**src/rtl/vector_load_unit.sv**
```systemverilog
// Vector load sequencer: fetches NUM_LANES consecutive words from data memory one at a time,
// packs them into a vector and writes it to the vector register file in a single cycle.
//
// state   | meaning
// --------+----------------------------------------------------------
// S_IDLE  | waiting for a load request; misaligned requests raise err
// S_ISSUE | memory read request presented for lane idx
// S_WAIT  | waiting for the read response of lane idx
// S_WRITE | one-cycle register-file write of the packed vector
module vector_load_unit #(
  parameter int REG_WIDTH  = 256,
  parameter int WORD_WIDTH = 32,
  parameter int ADDR_WIDTH = 32
) (
  input  logic                  clk,
  input  logic                  rst_n,
  input  logic                  req_valid,
  output logic                  req_ready,
  input  logic [ADDR_WIDTH-1:0] req_base,
  input  logic [4:0]            req_rd,
  output logic                  mem_req_valid,
  input  logic                  mem_req_ready,
  output logic [ADDR_WIDTH-1:0] mem_addr,
  input  logic                  mem_rsp_valid,
  input  logic [WORD_WIDTH-1:0] mem_rsp_data,
  output logic                  rf_we,
  output logic [4:0]            rf_addr,
  output logic [REG_WIDTH-1:0]  rf_wd,
  output logic                  busy,
  output logic                  err
);

  localparam int NUM_LANES = REG_WIDTH / WORD_WIDTH;
  localparam int IDX_W = (NUM_LANES > 1) ? $clog2(NUM_LANES) : 1;
  localparam logic [IDX_W-1:0] LAST_IDX = IDX_W'(NUM_LANES - 1);
  localparam logic [ADDR_WIDTH-1:0] WORD_BYTES = ADDR_WIDTH'(WORD_WIDTH / 8);

  typedef enum logic [1:0] {S_IDLE, S_ISSUE, S_WAIT, S_WRITE} state_t;

  state_t           state;
  state_t           state_nxt;
  logic [IDX_W-1:0] idx;
  logic             aligned;
  logic             accept;
  logic             lane_done;
  logic             busy_nxt;
  logic             mem_req_valid_nxt;
  logic             rf_we_nxt;
  logic             err_nxt;

  assign aligned   = (req_base[1:0] == 2'b00);
  assign accept    = (state == S_IDLE) && req_valid && aligned;
  assign lane_done = (state == S_WAIT) && mem_rsp_valid;
  assign req_ready = (state == S_IDLE);

  always_ff @(posedge clk or negedge rst_n) begin
    if (!rst_n) state <= S_IDLE;
    else        state <= state_nxt;
  end

  always_comb begin
    state_nxt = state;
    case (state)
      S_IDLE:  if (req_valid && aligned) state_nxt = S_ISSUE;
      S_ISSUE: if (mem_req_ready) state_nxt = S_WAIT;
      S_WAIT:  if (mem_rsp_valid) state_nxt = (idx == LAST_IDX) ? S_WRITE : S_ISSUE;
      S_WRITE: state_nxt = S_IDLE;
      default: state_nxt = S_IDLE;
    endcase
  end

  // Outputs are registered, so they are decoded from the next state.
  always_comb begin
    busy_nxt          = (state_nxt != S_IDLE);
    mem_req_valid_nxt = (state_nxt == S_ISSUE);
    rf_we_nxt         = (state_nxt == S_WRITE);
    err_nxt           = (state == S_IDLE) && req_valid && !aligned;
  end

  always_ff @(posedge clk or negedge rst_n) begin
    if (!rst_n) begin
      busy          <= 1'b0;
      mem_req_valid <= 1'b0;
      rf_we         <= 1'b0;
      err           <= 1'b0;
      mem_addr      <= '0;
      rf_addr       <= '0;
      rf_wd         <= '0;
      idx           <= '0;
    end else begin
      busy          <= busy_nxt;
      mem_req_valid <= mem_req_valid_nxt;
      rf_we         <= rf_we_nxt;
      err           <= err_nxt;
      if (accept) begin
        mem_addr <= req_base;
        rf_addr  <= req_rd;
        idx      <= '0;
      end else if (lane_done) begin
        // rf_wd doubles as the assembly buffer; all lanes are rewritten before rf_we.
        for (int i = 0; i < NUM_LANES; i++) begin
          if (idx == IDX_W'(i)) rf_wd[i*WORD_WIDTH +: WORD_WIDTH] <= mem_rsp_data;
        end
        if (idx != LAST_IDX) begin
          idx      <= idx + IDX_W'(1);
          mem_addr <= mem_addr + WORD_BYTES;
        end
      end
    end
  end

endmodule

```
**config.mk**
```make
export PLATFORM = sky130hd
export DESIGN_NAME = vector_load_unit
export DESIGN_NICKNAME = d
export VERILOG_FILES = /design/src/rtl/vector_load_unit.sv
export SDC_FILE = /design/constraint.sdc
export NUM_CORES = 1
export LEC_CHECK = 0
export ABC_AREA = 1
export BUFFER_PORTS_ARGS = -buffer_cell sky130_fd_sc_hd__buf_2
export CAP_MARGIN = 40
export CORE_AREA = 8 8 150 181
export CTS_BUF_LIST = sky130_fd_sc_hd__clkbuf_8
export CTS_CLUSTER_SIZE = 25
export DETAILED_ROUTE_END_ITERATION = 8
export DIE_AREA = 0 0 158 189
export PLACE_DENSITY = 0.77
export SYNTH_ARGS = -nofsm -noshare
export SYNTH_HDL_FRONTEND = slang
export SYNTH_SLANG_ARGS = --single-unit
```
**constraint.sdc**
```tcl
create_clock -name clk -period 2.6 [get_ports clk]
set_clock_uncertainty 0.15 [all_clocks]
set_input_delay 0.78 -clock clk [delete_from_list [all_inputs] [get_ports clk]]
set_output_delay 0.78 -clock clk [all_outputs]
set_load 0.01 [all_outputs]
```
Yosys cells after proc, flatten, opt, wreduce, memory -nomap -nowiden. Cells that the tools add are included.

Flip-flop bits (word level): 302.

Add/subtract/negate cells: 2. Equal/unequal tests: 13. Bitwise gates (word level): 1. Reduce and logical (&&, ||, !) cells: 21. Mux-type cells: 11.

Operators by type and width (number): 32-bit two-way mux (3); 32-bit by 3-bit adder with 32-bit output, second input constant (1); 3-bit AND reduction (8); 3-bit equality test, second input constant (4); 3-bit two-way mux (3); 2-bit two-way mux (4); 2-bit one-hot mux with 4 select lines (1); 2-bit equality test, second input constant (3); 3-bit by 2-bit equality test with 1-bit output, second input constant (2); 2-bit nonzero test (3); 1-bit logical AND (5); 2-bit by 1-bit equality test with 1-bit output, second input constant (2); 2-bit logical NOT (2); 3-bit by 1-bit adder with 3-bit output, second input constant (1); 3-bit by 1-bit equality test with 1-bit output, second input constant (1); 3-bit logical NOT (1); 3-bit inequality test, second input constant (1); 2-bit AND reduction (1); 1-bit logical NOT (1); 1-bit NOT (1).

Depth between registers and ports, before layout. Gate-level depths: netlist (run 1).

Word-level depth: 5. Mapped depth: 10. Gate-level depth less buffers: 10.

Least setup slack after synthesis (run 1). OpenSTA, ideal clock, no wires.

Path type: reg2reg. Start point: register idx[0]. End point: register mem_addr[18]. Setup slack: 0.650 ns. Path buffers: 1. Arrival: 1.676 ns. Cell stages (with the launch flop): 10. Required time: 2.326 ns. Cell sequence: dfrtp_1 -> ha_1 -> ha_1 -> nor2_1 -> nand2_1 -> nand2_1 -> buf_2 -> o21ai_0 -> nand2_1 -> nand3_1.

Word-level cells in the longest chain between the ends: 3.

RTL lines: start, declared (line 42) `logic [IDX_W-1:0] idx;`; start signal, assigned (line 105) `idx <= idx + IDX_W'(1);`; 3-bit inequality test (line 104) `if (idx != LAST_IDX) begin`; 2-bit nonzero test (no source line); 2-bit AND reduction (no source line); end signal, assigned (line 96) `mem_addr <= req_base;`; end signal, assigned (line 106) `mem_addr <= mem_addr + WORD_BYTES;`; end, declared (line 23) `output logic [ADDR_WIDTH-1:0] mem_addr,`.

No other way between the ends. A chain may end at the register's enable or synchronous reset.

Final worst setup path (run 1).
Start point: register state[0]. End point: output port req_ready.

Word-level cells in the longest chain between the ends: 1.

RTL lines: start, declared (line 40) `state_t state;`; start signal, assigned (line 58) `else state <= state_nxt;`; 2-bit logical NOT (line 54) `assign req_ready = (state == S_IDLE);`; end, declared (line 18) `output logic req_ready,`.

No other way between the ends.

==> results of run 1 <==
## per-layer routing
| layer | up-vias | wire (um) | GRT usage, % |
|---|---|---|---|
| met5 | - | 0 | 0 |
| met4 | 0 | 1770 | 12.4 |
| met3 | 99 | 2790 | 4.88 |
| met2 | 428 | 17800 | 40.8 |
| met1 | 4918 | 13800 | 28.6 |
| li1 | 4896 | - | - |
## layout by cell type (no fill, tap or decap)
cell and instances:
diode_2 2, inv_6 1, nor3_1 2, nor3_4 6, clkinv_1 1, a21oi_1 195
inv_1 95, a22oi_1 3, nand2_2 1, and2_1 1, o31ai_1 1, clkinv_2 5
xor2_1 3, ha_1 7, a31oi_1 2, inv_2 3, nand2_1 228, buf_12 8
buf_4 20, clkbuf_8 61, a211oi_1 2, nand3b_1 3, dlygate4sd3_1 1, nor2_2 1
nand2_4 1, nor2_1 244, inv_12 1, o21a_1 3, o311ai_0 1, buf_8 1
o211ai_1 5, o22ai_1 2, buf_2 370, clkinvlp_4 1, nand3_1 37, dfrtp_1 302
o21ai_0 79
## cell families after synthesis
group | synth area share, %
simple gates | 17.8
xor+xnor | 0.221
buf+inv | 5.09
flops | 63.5
fa+ha+maj | 0.736
compound gates | 12.7
## final timing paths
kind / to / slack, ps / cells past startpoint
max: req_ready / 290 / 2
min: rf_addr[0] / 280 / 3
max reg2reg: mem_addr[15] / 380 / 8
min reg2reg: mem_addr[1] / 320 / 2
max in group asynchronous: mem_addr[27] / 1090 / 3
min in group asynchronous: rf_wd[239] / 570 / 2
## flip-flops by register name, summed over array words and instances (netlist names)
signal / cells
busy: 1
err: 1
idx: 3
mem_addr: 32
mem_req_valid: 1
rf_addr: 5
rf_wd: 256
rf_we: 1
state: 2
## critical path, delay by kind of cell, from the launching register on
family | cells | cell delay [ps]
and+or+nand+nor | 1 | 240
DFF | 1 | 400
buffers and inverters | 1 | 190
## metrics by stage
step                      setup slack (ps)  hold slack, ps
after global placement                 331             298
after global routing                   147             270
final                                  289             282
after CTS                              232             253
after floorplan                        650             334
after detailed placement               211             306
## area by class of cell
cell class,count,area (um^2)
Clock inverter,23,114
Antenna cell,2,5.00
Timing Repair Buffer,400,2190
Clock buffer,61,840
Tap cell,325,407
Sequential cell,302,7560
Fill cell,2089,9110
Multi-Input combinational cell,827,3740
Inverter,84,315
## power breakdown
| part | internal, W | switching (W) |
|---|---|---|
| Clock | 0.00211 | 0.00181 |
| Combinational | 0.00250 | 0.00372 |
| Sequential | 0.00663 | 0.00132 |
| Total | 0.0112 | 0.00685 |
==> impl_metrics.tcl, run 1 <==
set metrics [dict create \
    outcome "complete, no violations" \
    drive_gt1_share_pct 28.3 \
    fin_util_pct 62.5 \
    path_cells "nor2_1 > buf_2" \
    drv_slew 0 \
    placed_area_um2 14200 \
    initial_core_util_pct 49.0 \
    netlist_top_cells_count "dfrtp_1 (302), nor2_1 (244), nand2_1 (229)" \
    synth_top_area_cell "dfrtp_1" \
    dieArea_um2 29900 \
    fp.dieH_um 189 \
    ir_worst_vdd_v 0.000680 \
    grt-ovfl-total 0 \
    synth_top_flop_cell "dfrtp_1" \
    stdcell_count 2024 \
    dpl.cell_count 1937 \
    wl_per_cell_um 17.9 \
    fin_setup_tns_ps 0 \
    postSynthAreaPerCell_um2 9.36 \
    root_buffer "clkbuf_8" \
    synth.distinct_cells 28 \
    cts.clk_slew.worst_paths_ps 60 \
    async_flop_share_pct 100 \
    max-clock-path-buffers 3 \
    vias 10300 \
    areaGrowthSynthToFinish_pct 27.4 \
    syn_area_um2 11900 \
    leakage_nw 8.15 \
    cp_slowest_cell "dfrtp_1" \
    relSlewSlack_pct 64.3 \
    coreArea_um2 24300 \
    ys_warn_count 0 \
    worst_slew_pin_slew_ps 532 \
    critical_path.startpoint_type "flop" \
    cts-buffers-inserted 46 \
    drtAntennaViolNets 0 \
    hp-class "in -> reg" \
    hold_buffers 1 \
    antenna_found_initial 2 \
    netlist_instances 1271 \
    io_buffer_count 371 \
    synth-seq-area-share_pct 63.5 \
    grt_pass1_vias 10500 \
    clk_latency_ps 550 \
    nets 1742 \
    postCtsSetupRepairBufs 0 \
    finalHoldViolations 0 \
    critPathMaxStageDelay_ps 400 \
    hp-start "req_rd[0]" \
    drt-initial-drc-count 604 \
    design_area_um2 15200 \
    r2r-start "idx[0]" \
    drc_errors 0 \
    period_share_pct 88.9 \
    grt_pass1_wl_um 56700 \
    die_w_um 158 \
    viasPerCell 5.11 \
    critPathMaxFanout 3 \
    wirelength_um 36100 \
    grt_usage_pct 24.1 \
    critical_path.startpoint "state[0]" \
    synth-seq-cells 302 \
    dp_hpwl_um 26300 \
    end_kind "output pin" \
    total_power_w 0.0181 \
    setup_viol 0 \
    path_class "reg -> out" \
    cts_sinks 302 \
    syn_nets 1352 \
    fmax_mhz 433 \
    min_period_ps 2310 \
    cts_tree "done" \
    synth_top_area_share_pct 63.5 \
    cap_violations 0 \
    io_pins 372 \
    powerDensity_nw_per_um2 1190 \
    cts_resized 0 \
    worst-endpoint-arrival_ps 1380 \
    rows 63 \
    synth_area_leaders "dfrtp_1 (63%), a21oi_1 (8.2%), nor2_1 (7.7%), nand2_1 (7.2%), o21ai_0 (3.3%)" \
    rsz0062_at_grt "no" \
    synth-edff-count 0 \
    gp_congestion 0.892 \
    worstPathRequired_ps 1670 \
    htree_num_levels 2 \
    grt_max_degree 65 \
    dr.pass1.iters 5 \
    yosysMostFrequentCell "dfrtp_1" \
]
(Power assumes the default switching activity.)
==> run 2: changes to the inputs <==
Settings changed: REMOVE_ABC_BUFFERS set to 1, SETUP_SLACK_MARGIN set to 0.5.
==> impl_metrics.tcl, run 2 (synthesis results as in run 1) <==
set metrics [dict create \
    powerDensity_nw_per_um2 1210 \
    grt_pass1_vias 10600 \
    setup_viol 0 \
    gp_congestion 0.896 \
    setup_ws_ps 451 \
    max-clock-path-buffers 3 \
    die_w_um 158 \
    rsz0062_at_grt "yes" \
    drv_slew 0 \
    fmax_mhz 465 \
    wl_per_cell_um 18.9 \
    end_kind "output pin" \
    largest_register "rf_wd" \
    initial_core_util_pct 49.0 \
    rows 63 \
    power.switching_w 0.00718 \
    place_ws_ps 170 \
    cap_violations 0 \
    critPathTopFamily "flip-flops" \
    io_pins 372 \
    largest_registers "rf_wd (256), mem_addr (32), rf_addr (5)" \
    io_buffer_count 371 \
    relSlewSlack_pct 70.7 \
    diodes 0 \
    placed_area_um2 14200 \
    critPathMaxFanout 3 \
    design_area_um2 15500 \
    critPathBufInv 1 \
    finalHoldViolations 0 \
    fp.dieH_um 189 \
    hp-class "in -> reg" \
    largest_reg_flops 256 \
    areaGrowthSynthToFinish_pct 30.6 \
    antenna_found_initial 0 \
    min_period_ps 2150 \
    root_buffer "clkbuf_8" \
    grt_usage_pct 25.2 \
    cts.clk_slew.worst_paths_ps 60 \
    swShare_pct 38.1 \
    outcome "complete, no violations" \
    worst-endpoint-arrival_ps 1220 \
    leakage_nw 8.33 \
    grt-ovfl-total 0 \
    power_frac_comb_pct 36.7 \
    rrSetupSlack_ps 590 \
    wirelength_um 38800 \
    worst_slew_pin_slew_ps 439 \
    vias 10800 \
    worstPathRequired_ps 1670 \
    viasPerCell 5.24 \
    path_cells "nor2_2 > buf_2" \
    nets 1772 \
    cts_sinks 302 \
    critical_path.startpoint_type "flop" \
    cp_slowest_cell "dfrtp_1" \
    ir_worst_vdd_v 0.000687 \
    sequentialPowerShare_pct 41.9 \
    p_clk_share_pct 21.4 \
    cts_tree "done" \
    final_cell_mix "buf_2 (368), dfrtp_1 (288), nor2_1 (238), nand2_1 (225), a21oi_1 (195)" \
    grt_max_degree 65 \
    period_share_pct 82.7 \
    drive_gt1_share_pct 30.9 \
    drt-initial-drc-count 663 \
    intPower_w 0.0116 \
    drc_errors 0 \
    cts-buffers-inserted 47 \
    htree_num_levels 2 \
    critPathMaxStageDelay_ps 400 \
    drtAntennaViolNets 0 \
    dp_hpwl_um 27100 \
    grt_pass1_wl_um 58800 \
    clk_latency_ps 540 \
    dieArea_um2 29900 \
    coreArea_um2 24300 \
    final_common_cell "buf_2" \
    path_class "reg -> out" \
    dr.pass1.iters 5 \
    fin_setup_tns_ps 0 \
]
## run 2: cell types whose count changed in the layout (fill, tap and decap cells not counted), moves of 3 or more
cell and delta:
buf_6 +4, buf_12 +3, buf_4 +22, nand2_1 -3, nor2_2 +5, dfrtp_1 -14, nor2_1 -6, dfrtp_2 +14
clkbuf_8 +3
## run 2: power by group through the flow
| stage | registers, W | logic [W] | clock network [W] |
|---|---|---|---|
| finish | 0.00789 | 0.00690 | 0.00403 |
| global route | 0.00812 | 0.00757 | 0.00430 |
| CTS | 0.00789 | 0.00678 | 0.00410 |
| detailed placement | 0.00803 | 0.00643 | 0 |
| global placement | 0.00797 | 0.00624 | 0 |
| floorplan | 0.00872 | 0.00229 | 0 |
## run 2: routing by layer
| layer | GRT usage (%) | up-vias | share of wire (%) |
|---|---|---|---|
| met2 | 42.0 | 574 | 48 |
| met3 | 6.23 | 104 | 10 |
| met4 | 13.1 | 0 | 5.1 |
| li1 | - | 4953 | - |
| met1 | 29.6 | 5127 | 37 |
| met5 | 0 | - | 0 |
## run 2: area by class of cell
cell class	count	area [um^2]
Fill cell	2013	8740
Sequential cell	302	7570
Multi-Input combinational cell	827	3780
Timing Repair Buffer	429	2480
Clock buffer	64	881
Tap cell	325	407
Inverter	84	318
Clock inverter	21	104
## run 2: worst paths after layout
| path | from | to | cells past startpoint |
|---|---|---|---|
| setup reg to reg | mem_addr[2] | mem_addr[16] | 8 |
| hold / removal | req_rd[3] | rf_addr[3] | 3 |
| hold reg to reg | mem_addr[0] | mem_addr[0] | 2 |
| max in group asynchronous | rst_n | mem_addr[29] | 3 |
| setup / recovery | state[1] | req_ready | 2 |
| min in group asynchronous | rst_n | mem_addr[1] | 2 |
## run 2: per-stage QoR
step	cells	util (%)	hold WS, ps	total power (W)
finish	2052	64.0	285	0.0188
global route	2052	64.0	266	0.0200
CTS	2040	63.4	263	0.0188
detailed placement	1937	58.6	309	0.0145
global placement	1937	58.6	298	0.0142
floorplan	1213	-	334	0.0110
## run 2: worst min-delay path, stage by stage
cell and delay, ps:
buf_2 70, nand2_1 40, nand2_1 50
## run 2: timing repair
action                                  in CTS  in global routing
pin swaps                                    1                  0
buffers inserted                            17                 12
endpoints found under the hold margin       30                  0
hold buffers                                 1                  0
gates resized for setup                     15                 22
endpoints found under the setup margin      22                 49
